File: src/rtl/shift_button_conditioner.sv
// Conditions two raw push-buttons into mutually exclusive single-cycle shift pulses:
// 2-flop sync, tick-based debounce, press detect, hold-to-repeat FSM and an arbiter.
module shift_button_conditioner #(
  parameter int DEBOUNCE_TICKS = 4,
  parameter int REPEAT_DELAY   = 0,
  parameter int REPEAT_PERIOD  = 8
) (
  input  logic clk,
  input  logic rst,
  input  logic tick,
  input  logic btn_left,
  input  logic btn_right,
  output logic shift_left,
  output logic shift_right,
  output logic held
);

  localparam int CW   = $clog2(DEBOUNCE_TICKS + 1);
  localparam int RMAX = (REPEAT_DELAY > REPEAT_PERIOD) ? REPEAT_DELAY : REPEAT_PERIOD;
  localparam int RW   = $clog2(RMAX + 1);

  localparam logic [CW-1:0] C_LAST      = CW'(DEBOUNCE_TICKS - 1);
  localparam logic [RW-1:0] DELAY_LAST  = RW'((REPEAT_DELAY > 0) ? REPEAT_DELAY - 1 : 0);
  localparam logic [RW-1:0] PERIOD_LAST = RW'((REPEAT_PERIOD > 0) ? REPEAT_PERIOD - 1 : 0);
  localparam logic [RW-1:0] R_SAT       = RW'(RMAX);

  typedef enum logic [1:0] {IDLE, FIRST, REPEAT} state_t;

  // Index 0 is the left button, index 1 the right button.
  logic [1:0] raw;
  logic [1:0] stable;
  logic [1:0] stable_next;
  logic [1:0] req;
  logic       grant_left;
  logic       grant_right;

  assign raw = {btn_right, btn_left};

  genvar gi;
  generate
    for (gi = 0; gi < 2; gi++) begin : g_btn
      logic          sync1;
      logic          sync2;
      logic          s_reg;
      logic          s_next;
      logic [CW-1:0] c_reg;
      logic [CW-1:0] c_next;
      state_t        st_reg;
      state_t        st_next;
      logic [RW-1:0] r_reg;
      logic [RW-1:0] r_next;
      logic          req_c;

      always_ff @(posedge clk or posedge rst) begin
        if (rst) begin
          sync1  <= 1'b0;
          sync2  <= 1'b0;
          s_reg  <= 1'b0;
          c_reg  <= '0;
          st_reg <= IDLE;
          r_reg  <= '0;
        end else begin
          sync1  <= raw[gi];
          sync2  <= sync1;
          s_reg  <= s_next;
          c_reg  <= c_next;
          st_reg <= st_next;
          r_reg  <= r_next;
        end
      end

      // Any cycle of agreement discards partial progress, even between ticks.
      always_comb begin
        s_next = s_reg;
        c_next = c_reg;
        if (sync2 == s_reg) begin
          c_next = '0;
        end else if (tick) begin
          if (c_reg >= C_LAST) begin
            s_next = ~s_reg;
            c_next = '0;
          end else begin
            c_next = c_reg + 1'b1;
          end
        end
      end

      always_comb begin
        st_next = st_reg;
        r_next  = r_reg;
        req_c   = 1'b0;
        case (st_reg)
          IDLE: begin
            if (s_reg) begin
              st_next = FIRST;
              r_next  = '0;
              req_c   = 1'b1;
            end
          end
          FIRST: begin
            if (!s_reg) begin
              st_next = IDLE;
            end else if ((REPEAT_DELAY != 0) && tick) begin
              if (r_reg == DELAY_LAST) begin
                st_next = REPEAT;
                r_next  = '0;
                req_c   = 1'b1;
              end else if (r_reg != R_SAT) begin
                r_next = r_reg + 1'b1;
              end
            end
          end
          REPEAT: begin
            if (!s_reg) begin
              st_next = IDLE;
            end else if (tick) begin
              if (r_reg == PERIOD_LAST) begin
                r_next = '0;
                req_c  = 1'b1;
              end else if (r_reg != R_SAT) begin
                r_next = r_reg + 1'b1;
              end
            end
          end
          default: st_next = IDLE;
        endcase
      end

      assign stable[gi]      = s_reg;
      assign stable_next[gi] = s_next;
      assign req[gi]         = req_c;
    end
  endgenerate

  // A request is dropped outright whenever the opposite button is debounced-high.
  assign grant_left  = req[0] & ~stable[1];
  assign grant_right = req[1] & ~stable[0];

  always_ff @(posedge clk or posedge rst) begin
    if (rst) begin
      shift_left  <= 1'b0;
      shift_right <= 1'b0;
      held        <= 1'b0;
    end else begin
      shift_left  <= grant_left;
      shift_right <= grant_right;
      held        <= |stable_next;
    end
  end

endmodule

File: config.mk
export PLATFORM = sky130hd
export DESIGN_NAME = shift_button_conditioner
export DESIGN_NICKNAME = d
export VERILOG_FILES = /design/src/rtl/shift_button_conditioner.sv
export SDC_FILE = /design/constraint.sdc
export NUM_CORES = 1
export LEC_CHECK = 0
export CORE_ASPECT_RATIO = 0.9
export CORE_UTILIZATION = 47
export CTS_CLUSTER_SIZE = 14
export DETAILED_ROUTE_END_ITERATION = 12
export GPL_ROUTABILITY_DRIVEN = 0
export PLACE_DENSITY = 0.67
export RECOVER_POWER = 50
export SETUP_SLACK_MARGIN = 0.3
export SLEW_MARGIN = 15
export SYNTH_ARGS = -nofsm -noshare
export SYNTH_HDL_FRONTEND = slang
export SYNTH_SLANG_ARGS = --single-unit
File: constraint.sdc
create_clock -name clk -period 1.4 [get_ports clk]
set_clock_uncertainty 0.05 [all_clocks]
set_input_delay 0.28 -clock clk [delete_from_list [all_inputs] [get_ports clk]]
set_output_delay 0.28 -clock clk [all_outputs]
set_load 0.01 [all_outputs]
After elaboration in Yosys (flattened, before gate mapping)
Cells that the tools add are included.
- word-level logic and storage cells: 98
- memory bits (read-only): 0
- bits in registers: 27
- output and inout port bits: 3
- latch bits: 0
- input bits: 5
- memories: 0
- memory bits (writable): 0
- divide/modulo/power cells: 0
- eq/ne operators: 20
- shifts and indexed selects: 0
- multiply operators: 0
- $add $sub $neg: 4
- muxes and demuxes: 40
- bitwise logic cells: 4
- order comparisons: 2
- reduce and logical (&&, ||, !) cells: 13
- operators with widths (cell ; count):
    $mux 4 ; 10
    $mux 3 ; 6
    $ne 2x2->1 const B ; 8
    $pmux 4 s2 ; 2
    $mux 1 ; 14
    $reduce_and 5->1 ; 2
    $add 4x1->4 const B ; 2
    $eq 4x3->1 const B ; 2
    $mux 2 ; 4
    $ne 4x4->1 const B ; 2
    $pmux 2 s2 ; 2
    $reduce_bool 2->1 ; 4
    $add 3x1->3 const B ; 2
    $ge 3x2->1 const B ; 2
    $ne 3x3->1 const B ; 2
    $reduce_or 2->1 ; 3
    $eq 2x1->1 const B ; 2
    $eq 2x2->1 const B ; 2
    $logic_not 2->1 ; 2
    $pmux 1 s2 ; 2
    $reduce_and 2->1 ; 2
    $and 1x1->1 ; 2
    $eq 1x1->1 ; 2
    $not 1->1 ; 2

Depth between registers and ports, before layout
- word-level depth: 6
- mapped depth: 5

Worst setup path before layout
No wires, ideal clock.
- kind: register -> register
- start point: register g_btn[1].c_reg[0]
- end point: register held
- setup slack: -64 ps
- clock period less this slack: 1464 ps
- setup time: 137 ps
- data arrival time: 1277 ps
- cell stages (with the launch flop): 6
- data required time: 1213 ps
- cell sequence: dfrtp_1 -> ha_1 -> ha_1 -> a211o_1 -> nand3_1 -> nand4_1
- longest elaborated chain between the ends: 5
- RTL lines (what ; RTL line ; text):
    start, declared ; 46 ; logic [CW-1:0] c_reg;
    start signal, assigned ; 66 ; c_reg <= c_next;
    $ge 3x2->1 ; 79 ; if (c_reg >= C_LAST) begin
    $mux 1 ; 79 ;
    $mux 1 ; 78 ; end else if (tick) begin
    $mux 1 ; 76 ; if (sync2 == s_reg) begin
    $reduce_or 2->1 ; 147 ; held <= |stable_next;
    end signal, assigned ; 147 ;
    end, declared ; 15 ; output logic held
No other way between the ends.
A chain may end at the register's enable or synchronous reset.

Final worst setup path
- start point: register g_btn[1].c_reg[0]
- end point: register g_btn[1].c_reg[2]
- longest elaborated chain between the ends: 4
- elaborated cells between the ends (all ways): 5
- classes of those cells: add/sub: 1; order compare: 1; mux: 3
- RTL lines (what ; RTL line):
    $add 3x1->3 or $ge 3x2->1 (tied branches) ; 83, 79
    $mux 3 * ; 79
    $mux 3 * ; 78
    $mux 3 * ; 76
Mark *: on every way between the ends. The rest lies on a longest branch, timed or not. The select of a mux whose other input is x is not followed.

==> summary.md <==
• **first-pass detailed-route iteration total** 3
• **Setup Buffers After CTS** 0
• **row count** 13
• **H-Tree Depth** 1
• **Yosys warning total** 0
• **hold slack final** 0.310 ns
• **area added between synthesis and finish** 29.5%
• **drt drc** 0
• **area enclosed by the die boundary** 1770 sq um
• **# placed instances** 100
• **total chip power** 1.77 mW
• **kind of path behind the tightest hold check** flip-flop to flip-flop
• **post-synthesis net count** 74
• **fin crit share** 1.00
• **clk_lat worst skew** 0.28 ns
• **HPWL after DPL** 954 um
• **maximum fanout along the worst path** 3
• **failing checks** negative setup slack
• **area of placed instances** 933 sq um
• **overall die width** 44.3 um
• **Post-Synth Simple-Gate Area** 0.118
• **capturing element of the worst setup path** g_btn[1].c_reg[2]
• **unrepaired setup endpoints after global routing** true
• **share of final-layout standard cells stronger than drive strength 1** 0.341
• **antenna diode count** 0
• **overall fraction of global-route tracks in use** 0.188
• **detail-routed net length per standard cell** 12.2 um
• **largest net degree at the start of global routing** 18
• **highest routed layer** met4
• **total setup violations reported at the end of the flow** 1
• **Setup CP Type** flip-flop to flip-flop
• **clock root buffer master** clkbuf_4
• **Post-Route M1 WL** 547 um
• **switching power** 0.628 mW
• **Internal Pwr Total** 1.14 mW
• **Post-Syn Area per Cell** 12.0 sq um
• **max capacitance violation total** 0
• **fraction of power consumed by combinational cells** 0.426
• **FF-to-FF End** g_btn[1].c_reg[2]
• **sequential share of the synthesized area** 0.563
• **reg-to-reg slack, setup** -0.003 ns
• **clock tree from TritonCTS** yes
• **total standard cell area after synthesis** 756 sq um
• **Reg2Reg Depth** 4
• **post-layout net count** 94
• **post-synthesis xor/xnor area fraction** 0.0464
• **final critical-path required period** 1.40 ns
• **DRT antenna net count** 0
• **post-synthesis instance total** 63
• **number of antenna violations at the first check in global routing** 0
• **DR vias/cell** 5.00
• **data required time of the critical path** 1.56 ns
• **Die Span Y** 40.0 um
• **category of the worst setup path launch point** flip-flop
• **cell area after layout** 978 sq um
• **flip-flop count of the largest register after layout** 6
• **number of fillers in the final layout** 120
• **routed via count** 520
• **pwr dens** 1810 nW/um^2
• **most common cell after layout, fill and taps aside** dfrtp_1
• **launch instance of the worst min-delay path** g_btn[0].sync1
• **result of the run** finished with violations
• **clock network fraction of design power** 0.142
• **Max rail drop VDD** 1.19 mV
• **total grt overflow** 0
• **transition time of the tightest slew-check pin** 0.425 ns
• **Boundary Pins** 8
• **arrival time reported for the critical path endpoint** 1.56 ns
• **detailed router's first-iteration violation count** 5
• **Port Buffers** 7
• **via count of the first global-routing pass** 517
• **Final Routed Wirelength** 1270 um
• **multiplexer area fraction after synthesis** 0.0132
• **Post-Layout Cell Count** 104
• **share of the synthesized area in compound gates (AO/OA/AOI/OAI)** 0.121
• **Worst setup EP type** flip-flop
• **met3 wire length** 23 um
• **initial core utilization** 0.511
• **Slew headroom** 0.717
• **Clk pin slew, worst setup/hold paths** 0.10 ns
• **global-route wire length before repair** 2240 um
• **leading cell types in the layout, fill and taps excluded** dfrtp_1 (17), buf_4 (8), inv_1 (6)
• **worst slack, placed** -0.0242 ns
• **upper clock frequency limit** 713 MHz
• **met2 routed WL** 685 um
• **PnR worst setup slack** -0.00273 ns
• **final number of hold-violating endpoints** 0
• **Leakage** 0.467 nW
• **clock sinks** 17
• **sequential share of power** 0.432
• **number of buffers between clock root and the deepest sink** 2
• **main combinational cell family by area after synthesis** compound AO/OA/AOI/OAI gates
• **number of buffers created by CTS** 3
• **switching power share of the total** 0.355
• **first element of the critical path** g_btn[1].c_reg[0]
• **core area** 1480 sq um
• **post-synthesis adder-cell area fraction** 0.0993
• **pins over their slew limit** 0
• **worst r2r src** g_btn[1].c_reg[0]
• **distinct cell type count of the synthesized netlist** 22
• **post-synthesis register bit count** 17
per-layer routing:
layer,vias to the layer above,track usage
met5,-,0
li1,255,-
met3,2,0.0405
met2,6,0.342
met4,0,0.0909
met1,257,0.216
layout make-up:
type	count	area [sq um]	share of cell area
Clock buffer	3	22.5	0.0230
Clock inverter	1	5.00	0.00512
Inverter	6	22.5	0.0230
Multi-Input combinational cell	39	355	0.363
Sequential cell	17	425	0.435
Tap cell	22	27.5	0.0281
Timing Repair Buffer	16	120	0.123
repair_timing:
action                                  in CTS  in global routing
endpoints found under the setup margin      11                 11
resized for setup                           14                  4
hold buffers                                 0                  0
pin swaps                                    6                  3
worst min-delay path by stage:
| stage | endpoint | slack (ns) | depth (start not counted) |
|---|---|---|---|
| 6_report | g_btn[0].sync2 | 0.31 | 0 |
| 5_1_grt | g_btn[0].sync2 | 0.32 | 0 |
| 4_1_cts | g_btn[0].st_reg[0] | 0.24 | 3 |
| 3_5_place_dp | g_btn[1].sync2 | 0.29 | 0 |
| 3_3_place_gp | g_btn[0].sync2 | 0.28 | 0 |
| 2_1_floorplan | g_btn[0].c_reg[0] | 0.16 | 1 |
power groups by stage:
stage / sequential [mW] / combinational, mW / clock (mW)
2_1_floorplan: 0.794 / 0.424 / 0
3_3_place_gp: 0.765 / 0.697 / 0
3_5_place_dp: 0.776 / 0.731 / 0
4_1_cts: 0.766 / 0.765 / 0.265
5_1_grt: 0.782 / 0.848 / 0.285
6_report: 0.765 / 0.754 / 0.252
synth_stat cells:
master / n / share of area
nor2_1: 3 / 0.015
ha_1: 6 / 0.099
inv_1: 6 / 0.030
nand3b_1: 1 / 0.0099
o21a_1: 1 / 0.0099
nor3_1: 1 / 0.0066
o21ai_1: 1 / 0.0066
nor4b_2: 1 / 0.020
a211oi_1: 1 / 0.0099
xor2_1: 1 / 0.012
nor2b_1: 3 / 0.025
o21ai_0: 3 / 0.020
dfrtp_1: 17 / 0.56
a211o_1: 1 / 0.012
nand3_1: 2 / 0.013
a21oi_1: 2 / 0.013
xnor2_1: 3 / 0.035
nand2_1: 4 / 0.020
a211oi_2: 3 / 0.050
mux2i_1: 1 / 0.013
nand4_1: 1 / 0.0083
buf_4: 1 / 0.0099
worst max-delay path, stage by stage, from the launching register on:
cell and delay (ns):
dfrtp_1 0.40, ha_2 0.20, ha_4 0.16, a211o_1 0.30
a211oi_2 0.21
metrics by stage:
step                TNS [ns]  utilization
detailed placement   -0.0439        0.631
floorplan                  0            -
global placement     -0.0138        0.631
CTS                        0        0.663
global route          -0.194        0.661
finish              -0.00273        0.661
cells by family after synthesis:
family,Yosys count
multiplexers,1
XOR/XNOR,4
AO/OA/AOI/OAI,12
adder cells (fa/ha/maj),6
buffers and inverters,7
AND/OR/NAND/NOR,16
flip-flops,17
Power figures use the tool's default switching activity.
